==> src/rtl/imem_loader_pkg.sv <==
// Shared constants for the instruction-memory loader: FSM encoding and word geometry.
package imem_loader_pkg;

    localparam logic [2:0] ST_IDLE  = 3'd0;
    localparam logic [2:0] ST_RECV  = 3'd1;
    localparam logic [2:0] ST_WRITE = 3'd2;
    localparam logic [2:0] ST_DONE  = 3'd3;
    localparam logic [2:0] ST_ERR   = 3'd4;

    localparam int BYTES_PER_WORD = 4;
    localparam int WORD_SHIFT     = 2;
    localparam int BCNT_W         = $clog2(BYTES_PER_WORD);

endpackage

==> src/rtl/imem_loader_word_assembler.sv <==
// Packs a little-endian byte stream into 32-bit words; word_full flags the byte completing a word.
module word_assembler
    import imem_loader_pkg::*;
(
    input  logic        clk,
    input  logic        reset_n,
    input  logic        clear,
    input  logic        byte_en,
    input  logic [7:0]  byte_in,
    output logic        word_full,
    output logic [31:0] word
);

    logic [BCNT_W-1:0] byte_cnt_q, byte_cnt_d;
    logic [31:0]       word_q, word_d;

    // Each lane only loads when the counter points at it, so stale lanes are
    // always overwritten before the word is next presented.
    generate
        for (genvar gi = 0; gi < BYTES_PER_WORD; gi++) begin : g_lane
            assign word_d[8*gi +: 8] = clear ? 8'h00 :
                (byte_en && (byte_cnt_q == BCNT_W'(gi))) ? byte_in : word_q[8*gi +: 8];
        end
    endgenerate

    always_comb begin
        byte_cnt_d = byte_cnt_q;
        if (clear) begin
            byte_cnt_d = '0;
        end else if (byte_en) begin
            byte_cnt_d = byte_cnt_q + BCNT_W'(1);
        end
    end

    always_ff @(posedge clk or negedge reset_n) begin
        if (!reset_n) begin
            byte_cnt_q <= '0;
            word_q     <= '0;
        end else begin
            byte_cnt_q <= byte_cnt_d;
            word_q     <= word_d;
        end
    end

    assign word_full = byte_en && !clear && (byte_cnt_q == BCNT_W'(BYTES_PER_WORD - 1));
    assign word      = word_q;

endmodule

==> src/rtl/imem_loader.sv <==
// Streams bytes into instruction memory one word per write, holding the core in reset until done.
module imem_loader
    import imem_loader_pkg::*;
#(
    parameter  int DEPTH = 64,
    localparam int AW    = $clog2(DEPTH)
) (
    input  logic          clk,
    input  logic          reset_n,
    input  logic          start,
    input  logic          abort,
    input  logic [AW:0]   len_words,
    input  logic          byte_valid,
    input  logic [7:0]    byte_data,
    output logic          byte_ready,
    output logic          mem_we,
    output logic [31:0]   mem_addr,
    output logic [31:0]   mem_wdata,
    output logic          cpu_reset,
    output logic          busy,
    output logic          done,
    output logic          error
);

    logic [2:0]    state_q, state_d;
    logic [AW-1:0] word_idx_q, word_idx_d;
    logic [AW:0]   len_q, len_d;

    logic          in_recv, in_write, in_done, in_err, in_rest;
    logic          len_legal, start_ok, xfer, asm_clear, word_full;
    logic [AW:0]   idx_plus1;
    logic [31:0]   word;

    assign in_recv   = (state_q == ST_RECV);
    assign in_write  = (state_q == ST_WRITE);
    assign in_done   = (state_q == ST_DONE);
    assign in_err    = (state_q == ST_ERR);
    assign in_rest   = !in_recv && !in_write;

    assign len_legal = (len_words != '0) && (len_words <= (AW+1)'(DEPTH));
    // Abort beats start; start is only honoured while no load is running.
    assign start_ok  = start && !abort && in_rest;
    assign xfer      = byte_valid && in_recv;
    assign asm_clear = start_ok || (abort && !in_rest);
    assign idx_plus1 = {1'b0, word_idx_q} + (AW+1)'(1);

    word_assembler u_asm (
        .clk       (clk),
        .reset_n   (reset_n),
        .clear     (asm_clear),
        .byte_en   (xfer),
        .byte_in   (byte_data),
        .word_full (word_full),
        .word      (word)
    );

    always_comb begin
        state_d    = state_q;
        word_idx_d = word_idx_q;
        len_d      = len_q;
        case (state_q)
            ST_RECV: begin
                if (abort) begin
                    state_d = ST_IDLE;
                end else if (word_full) begin
                    state_d = ST_WRITE;
                end
            end
            ST_WRITE: begin
                word_idx_d = word_idx_q + AW'(1);
                if (abort) begin
                    state_d = ST_IDLE;
                end else if (idx_plus1 == len_q) begin
                    state_d = ST_DONE;
                end else begin
                    state_d = ST_RECV;
                end
            end
            default: begin
                if (start_ok) begin
                    if (len_legal) begin
                        len_d      = len_words;
                        word_idx_d = '0;
                        state_d    = ST_RECV;
                    end else begin
                        state_d    = ST_ERR;
                    end
                end
            end
        endcase
    end

    always_ff @(posedge clk or negedge reset_n) begin
        if (!reset_n) begin
            state_q    <= ST_IDLE;
            word_idx_q <= '0;
            len_q      <= '0;
        end else begin
            state_q    <= state_d;
            word_idx_q <= word_idx_d;
            len_q      <= len_d;
        end
    end

    // Everything below decodes from state, so reset clears the outputs at once.
    assign byte_ready = in_recv;
    assign mem_we     = in_write;
    assign mem_addr   = in_write ? (32'(word_idx_q) << WORD_SHIFT) : 32'h0;
    assign mem_wdata  = in_write ? word : 32'h0;
    assign cpu_reset  = !in_done;
    assign busy       = in_recv || in_write;
    assign done       = in_done;
    assign error      = in_err;

endmodule

==> config.mk <==
export PLATFORM = sky130hd
export DESIGN_NAME = imem_loader
export DESIGN_NICKNAME = d
export VERILOG_FILES = /design/src/rtl/imem_loader_pkg.sv /design/src/rtl/imem_loader_word_assembler.sv /design/src/rtl/imem_loader.sv
export SDC_FILE = /design/constraint.sdc
export NUM_CORES = 1
export LEC_CHECK = 0
export CORE_MARGIN = 2
export CORE_UTILIZATION = 47
export CTS_CLUSTER_DIAMETER = 200
export DETAILED_ROUTE_END_ITERATION = 10
export PLACE_DENSITY = 0.88
export SLEW_MARGIN = 10
export SYNTH_ARGS = -nofsm -noshare
export SYNTH_HDL_FRONTEND = slang
export SYNTH_SLANG_ARGS = --single-unit
==> constraint.sdc <==
create_clock -name clk -period 2.2 [get_ports clk]
set_input_delay 0.44 -clock clk [delete_from_list [all_inputs] [get_ports clk]]
set_output_delay 0.44 -clock clk [all_outputs]
set_load 0.01 [all_outputs]
* Word level (Yosys, flattened, before mapping)
Cells that the tools add are included.
Storage, ports and cells: output and inout port bits 70, input bits 20, logic and storage cells 79, bits in registers 50
Operators by class: magnitude comparators 1, reduce and logical (&&, ||, !) cells 34, bitwise gates (word level) 2, mux-type cells 22, equality and inequality tests 9, $add $sub $neg 3
Operators by type and width (count):
- 8-bit two-way mux | 9
- 32-bit two-way mux | 1
- 2-bit nonzero test | 7
- 1-bit logical AND | 12
- 3-bit two-way mux | 4
- 6-bit two-way mux | 2
- 6-bit case mux with 2 select lines | 1
- 2-bit two-way mux | 4
- 6-bit by 1-bit adder with 7-bit output, second input constant | 1
- 7-bit equality test | 1
- 7-bit less-or-equal comparator, second input constant | 1
- 7-bit nonzero test | 1
- 6-bit by 1-bit adder with 6-bit output, second input constant | 1
- 3-bit by 2-bit equality test with 1-bit output, second input constant | 2
- 1-bit logical NOT | 6
- 3-bit case mux with 2 select lines | 1
- 3-bit AND reduction | 2
- 2-bit equality test, second input constant | 2
- 3-bit by 1-bit equality test with 1-bit output, second input constant | 1
- 3-bit equality test, second input constant | 1
- 3-bit by 2-bit != test with 1-bit output, second input constant | 1
- 3-bit nonzero test | 1
- 2-bit by 1-bit adder with 2-bit output, second input constant | 1
- 2-bit by 1-bit equality test with 1-bit output, second input constant | 1
- 5 further kinds | 7

* Logic depth before layout (Yosys ltp)
word-level depth 12, mapped depth 9, gate-level depth less buffers 8

* Modules after synthesis
Synthesis repeated with hierarchy kept, for this count alone.
Unflattened totals: cell total of the unflattened synthesis 315, area total of the unflattened synthesis 3110.5 um2
By module, submodules not included:
- word_assembler | area an instance 1596.5 um2, seq. area each 850.8 um2, times used 1, cells each 130
- imem_loader | area an instance 1514.0 um2, seq. area each 400.4 um2, times used 1, cells each 185

* Worst setup path after synthesis
No wires, ideal clock.
path type input to register, from in len_words[1], to reg len_q[0], data arrival time 1.838 ns, library setup time 0.125 ns, path slack 0.237 ns, stages 4, data required time 2.075 ns, path buffers 0, cell sequence or4_4 or3_1 nand3_2 mux2_2
On the way: word-level cells in the longest chain between the ends 3, elaborated cells on any way between the ends 4, classes of those cells order compare (1); reduce/logical (3)
RTL lines:
- from (decl) | RTL line imem_loader.sv:12 | input logic [AW:0] len_words,
- 7-bit less-or-equal comparator / 7-bit nonzero test (equally long branches) | RTL line imem_loader.sv:40 | assign len_legal = (len_words != '0) && (len_words <= (AW+1)'(DEPTH));
- 1-bit logical AND (*) | RTL line imem_loader.sv:40
- 3-bit AND reduction (no line) (*)
- to (signal assigned) | RTL line imem_loader.sv:101 | len_q <= len_d;
- to (decl) | RTL line imem_loader.sv:27 | logic [AW:0] len_q, len_d;
Mark *: on every way between the ends. The rest lies on a longest branch, timed or not. A chain may end at the register's enable or synchronous reset.

* Final worst setup path
from in len_words[1], to reg len_q[4]
The elaborated chain is that of the path after synthesis.

==> flow_summary_export.csv <==
group,metric,value,unit
outcome,status,"complete, no violations",
synth,synth-seq-cells,50,
finish,finalNonFillerCells,431,
route,ant_nets,0,
sta,fin_crit,2180,ps
synth,synth_mux_area_share,15.3,%
global_route,grt_remaining_overflow,0,
cts,clock_latency,300,ps
synth,synth_edf_count,0,
cts,cts_root_buf,"clkbuf_8",
power,switching_power,1120,uW
power,clkPwrFrac,17.1,%
route,first_iter_violations,146,
cts,cts_buffer_depth,2,
power,p_sw_share,32.6,%
route,viasPerCell,5.09,
synth,ys_types,43,
finish,antennaDiodeCount,0,
floorplanning,die_h,82.0,um
global_route,grt_max_degree,23,
global_route,grt_antenna_before_repair,0,
finish,fin_util,62.9,%
power,ir_drop,0.000546,V
power,power_frac_seq,45.5,%
placed_design,place_ws,-272,ps
placed_design,dp.cells,415,
cts,cts_htree_levels,2,
global_route,grt_pass1_wl,10300,um
route,vias,2195,
sta,max_freq,458,MHz
synth,synth_xor_area_share,2.76,%
global_route,grt_pass1_vias,2090,
global_route,grt_use_total,20.1,%
worst_setup_path,r2r-end,"u_asm.word[2]",
sta,setup_ws,17.9,ps
power,power_leakage,0.00187,uW
worst_setup_path,worstPathMaxFanout,4,
floorplanning,die-area,6720,um^2
worst_setup_path,startpoint_type,"input port",
sta,whs,10.9,ps
synth,synth_top_family_by_area,"simple AND/OR/NAND/NOR gates",
route,firstDrtPassIters,4,
cts,clock_sinks,50,
worst_setup_path,arrival,2370,ps
power,p_total,3430,uW
placed_design,gp_congestion,0.884,
worst_setup_path,r2r-start,"state_q[1]",
finish,drive_gt1_share,24.7,%
finish,area_growth,29.4,%
synth,synth.avg_cell_area,10.5,um^2
worst_setup_path,worstSetupPathType,"in -> reg",
synth,synth_compound_area_share,5.56,%
cts,clkSlewWorstSetupHoldPaths,90,ps
synth,ys.flop_type,"dfrtp_1",
run,drv_cap,0,
power,power_frac_comb,37.4,%
floorplanning,die_w,82.0,um
worst_setup_path,critPathLaunch,"len_words[1]",
synth,synth_cells,272,
route,drc,0,
floorplanning,coreArea,5890,um^2
placed_design,io_buffer_count,63,
cts,numCtsBuffers,5,
cts,cts_hold_buf,0,
sta,final-hold-violation-count,0,
worst_setup_path,cp.required,2390,ps
route,postRouteWirelength,6380,um
sta,fin_skew,3.27,ps
synth,yosys.area_share.simple,21.1,%
synth,synthesis.area,2860,um^2
sta,maxSlewViolCount,0,
placed_design,dp.final_hpwl,4420,um
synth,yosysWarnings,0,
floorplanning,rows,28,
power,power.density,927,nW/um^2
worst_setup_path,endpoint_kind,"flop",
sta,rsz0062_at_grt,"false",
route,detail_route.wl_per_cell,14.8,um
sta,setup_viol,0,
floorplanning,ios,90,
worst_setup_path,rr_worst_depth,7,
worst_setup_path,rrSetupSlack,160,ps
synth,async_reset_ff_share,100,%
finish,nets,380,
min_path,hp-class,"in -> async",
sta,fin_crit_sh,99.2,%
synth,ys_seq_area_share,43.8,%
cts,tritoncts,"done",
floorplanning,start_util,48.6,%
power,internal_power,2310,uW
synth,synth_fa_ha_area_share,2.19,%
[timing repair]
action	4_1_cts	5_1_grt
hold endpoints to repair	0	0
pin swaps	1	2
cloned	1	0
setup buffers	3	4
gates resized for setup	42	11
endpoints found under the setup margin	41	14
[flip-flops by register name, summed over array words and instances, names as in the netlist]
signal and cells:
u_asm.word 32, state_q 3, u_asm.byte_cnt_q 2, len_q 7, word_idx_q 6
[power by group through the flow]
stage	sequential (uW)	combinational, uW	clock [uW]
3_3_place_gp	1550	1200	0
3_5_place_dp	1570	1260	0
6_report	1560	1280	586
2_1_floorplan	1480	971	0
4_1_cts	1560	1280	608
5_1_grt	1610	1400	642
[worst max path at each step]
stage / end / depth (start not counted)
detailed placement: len_q[1] / 5
global route: busy / 6
finish: len_q[4] / 6
floorplan: len_q[0] / 4
global placement: len_q[0] / 5
CTS: byte_ready / 4
[logic make-up after synthesis]
kind of cell	Yosys count
flip-flops	50
buffers and inverters	42
AO/OA/AOI/OAI	24
other	1
adder cells (fa/ha/maj)	5
AND/OR/NAND/NOR	102
XOR/XNOR	9
multiplexers	39
[stage by stage]
step,cell area [um^2],TNS (ps)
after global placement,3560,-2380
after detailed placement,3560,-2950
after CTS,3670,0
after global routing,3700,0
final,3700,0
after floorplan,2950,0
[cells in the mapped netlist, drive strengths merged (4+ instances only)]
library cell,number,share of area (%)
nor2,14,1.9
xor2,5,1.5
nand2,16,2.5
ha,5,2.2
a21oi,10,2.1
buf,27,7.2
mux2,38,15
and2,50,11
o21ai,4,0.70
clkbuf,9,1.2
inv,6,0.79
nand3,7,1.4
xnor2,4,1.2
dfrtp,50,44
[layout by cell type, fill, tap and decap left out, drive strengths merged, types with 2 or more instances in the layout]
| master | Yosys | final |
|---|---|---|
| dfrtp | 50 | 50 |
| and2 | 50 | 50 |
| mux2 | 38 | 38 |
| dlygate4sd2 | 0 | 34 |
| conb | 1 | 26 |
| buf | 27 | 25 |
| clkdlybuf4s50 | 0 | 21 |
| nand2 | 16 | 16 |
| nor2 | 14 | 14 |
| a21oi | 10 | 10 |
| clkbuf | 9 | 10 |
| nand3 | 7 | 7 |
| inv | 6 | 5 |
| xor2 | 5 | 5 |
| ha | 5 | 5 |
| o21ai | 4 | 4 |
| xnor2 | 4 | 4 |
| clkdlybuf4s15 | 0 | 3 |
| clkinv | 0 | 2 |
| nand3b | 2 | 2 |
| or2 | 2 | 2 |
| a31oi | 2 | 2 |
| nor4 | 2 | 2 |
| a22o | 2 | 2 |
| nor3 | 2 | 2 |
[routing by layer]
metal	share of wire [%]	global-route usage (%)	vias up
met1	43	25.0	1071
met2	48	34.5	95
met3	8.1	5.71	11
met5	0	0	-
li1	-	-	1018
met4	1.5	5.17	0
[final cells by class]
type                    count  area, um^2
clock inverters             1        8.76
multi-input cells         205        1440
well taps                  75        93.8
fillers                   503        2190
repair buffers             87         783
flip-flops and latches     50        1250
clock buffers               7        96.3
inverters                   6        27.5
[critical path: stages]
cell	delay (ps)
clkdlybuf4s50_1	420
or4_4	540
or3_1	370
nand3_2	130
buf_4	150
mux2_2	330
No activity file was read; power rests on OpenSTA's default activity.
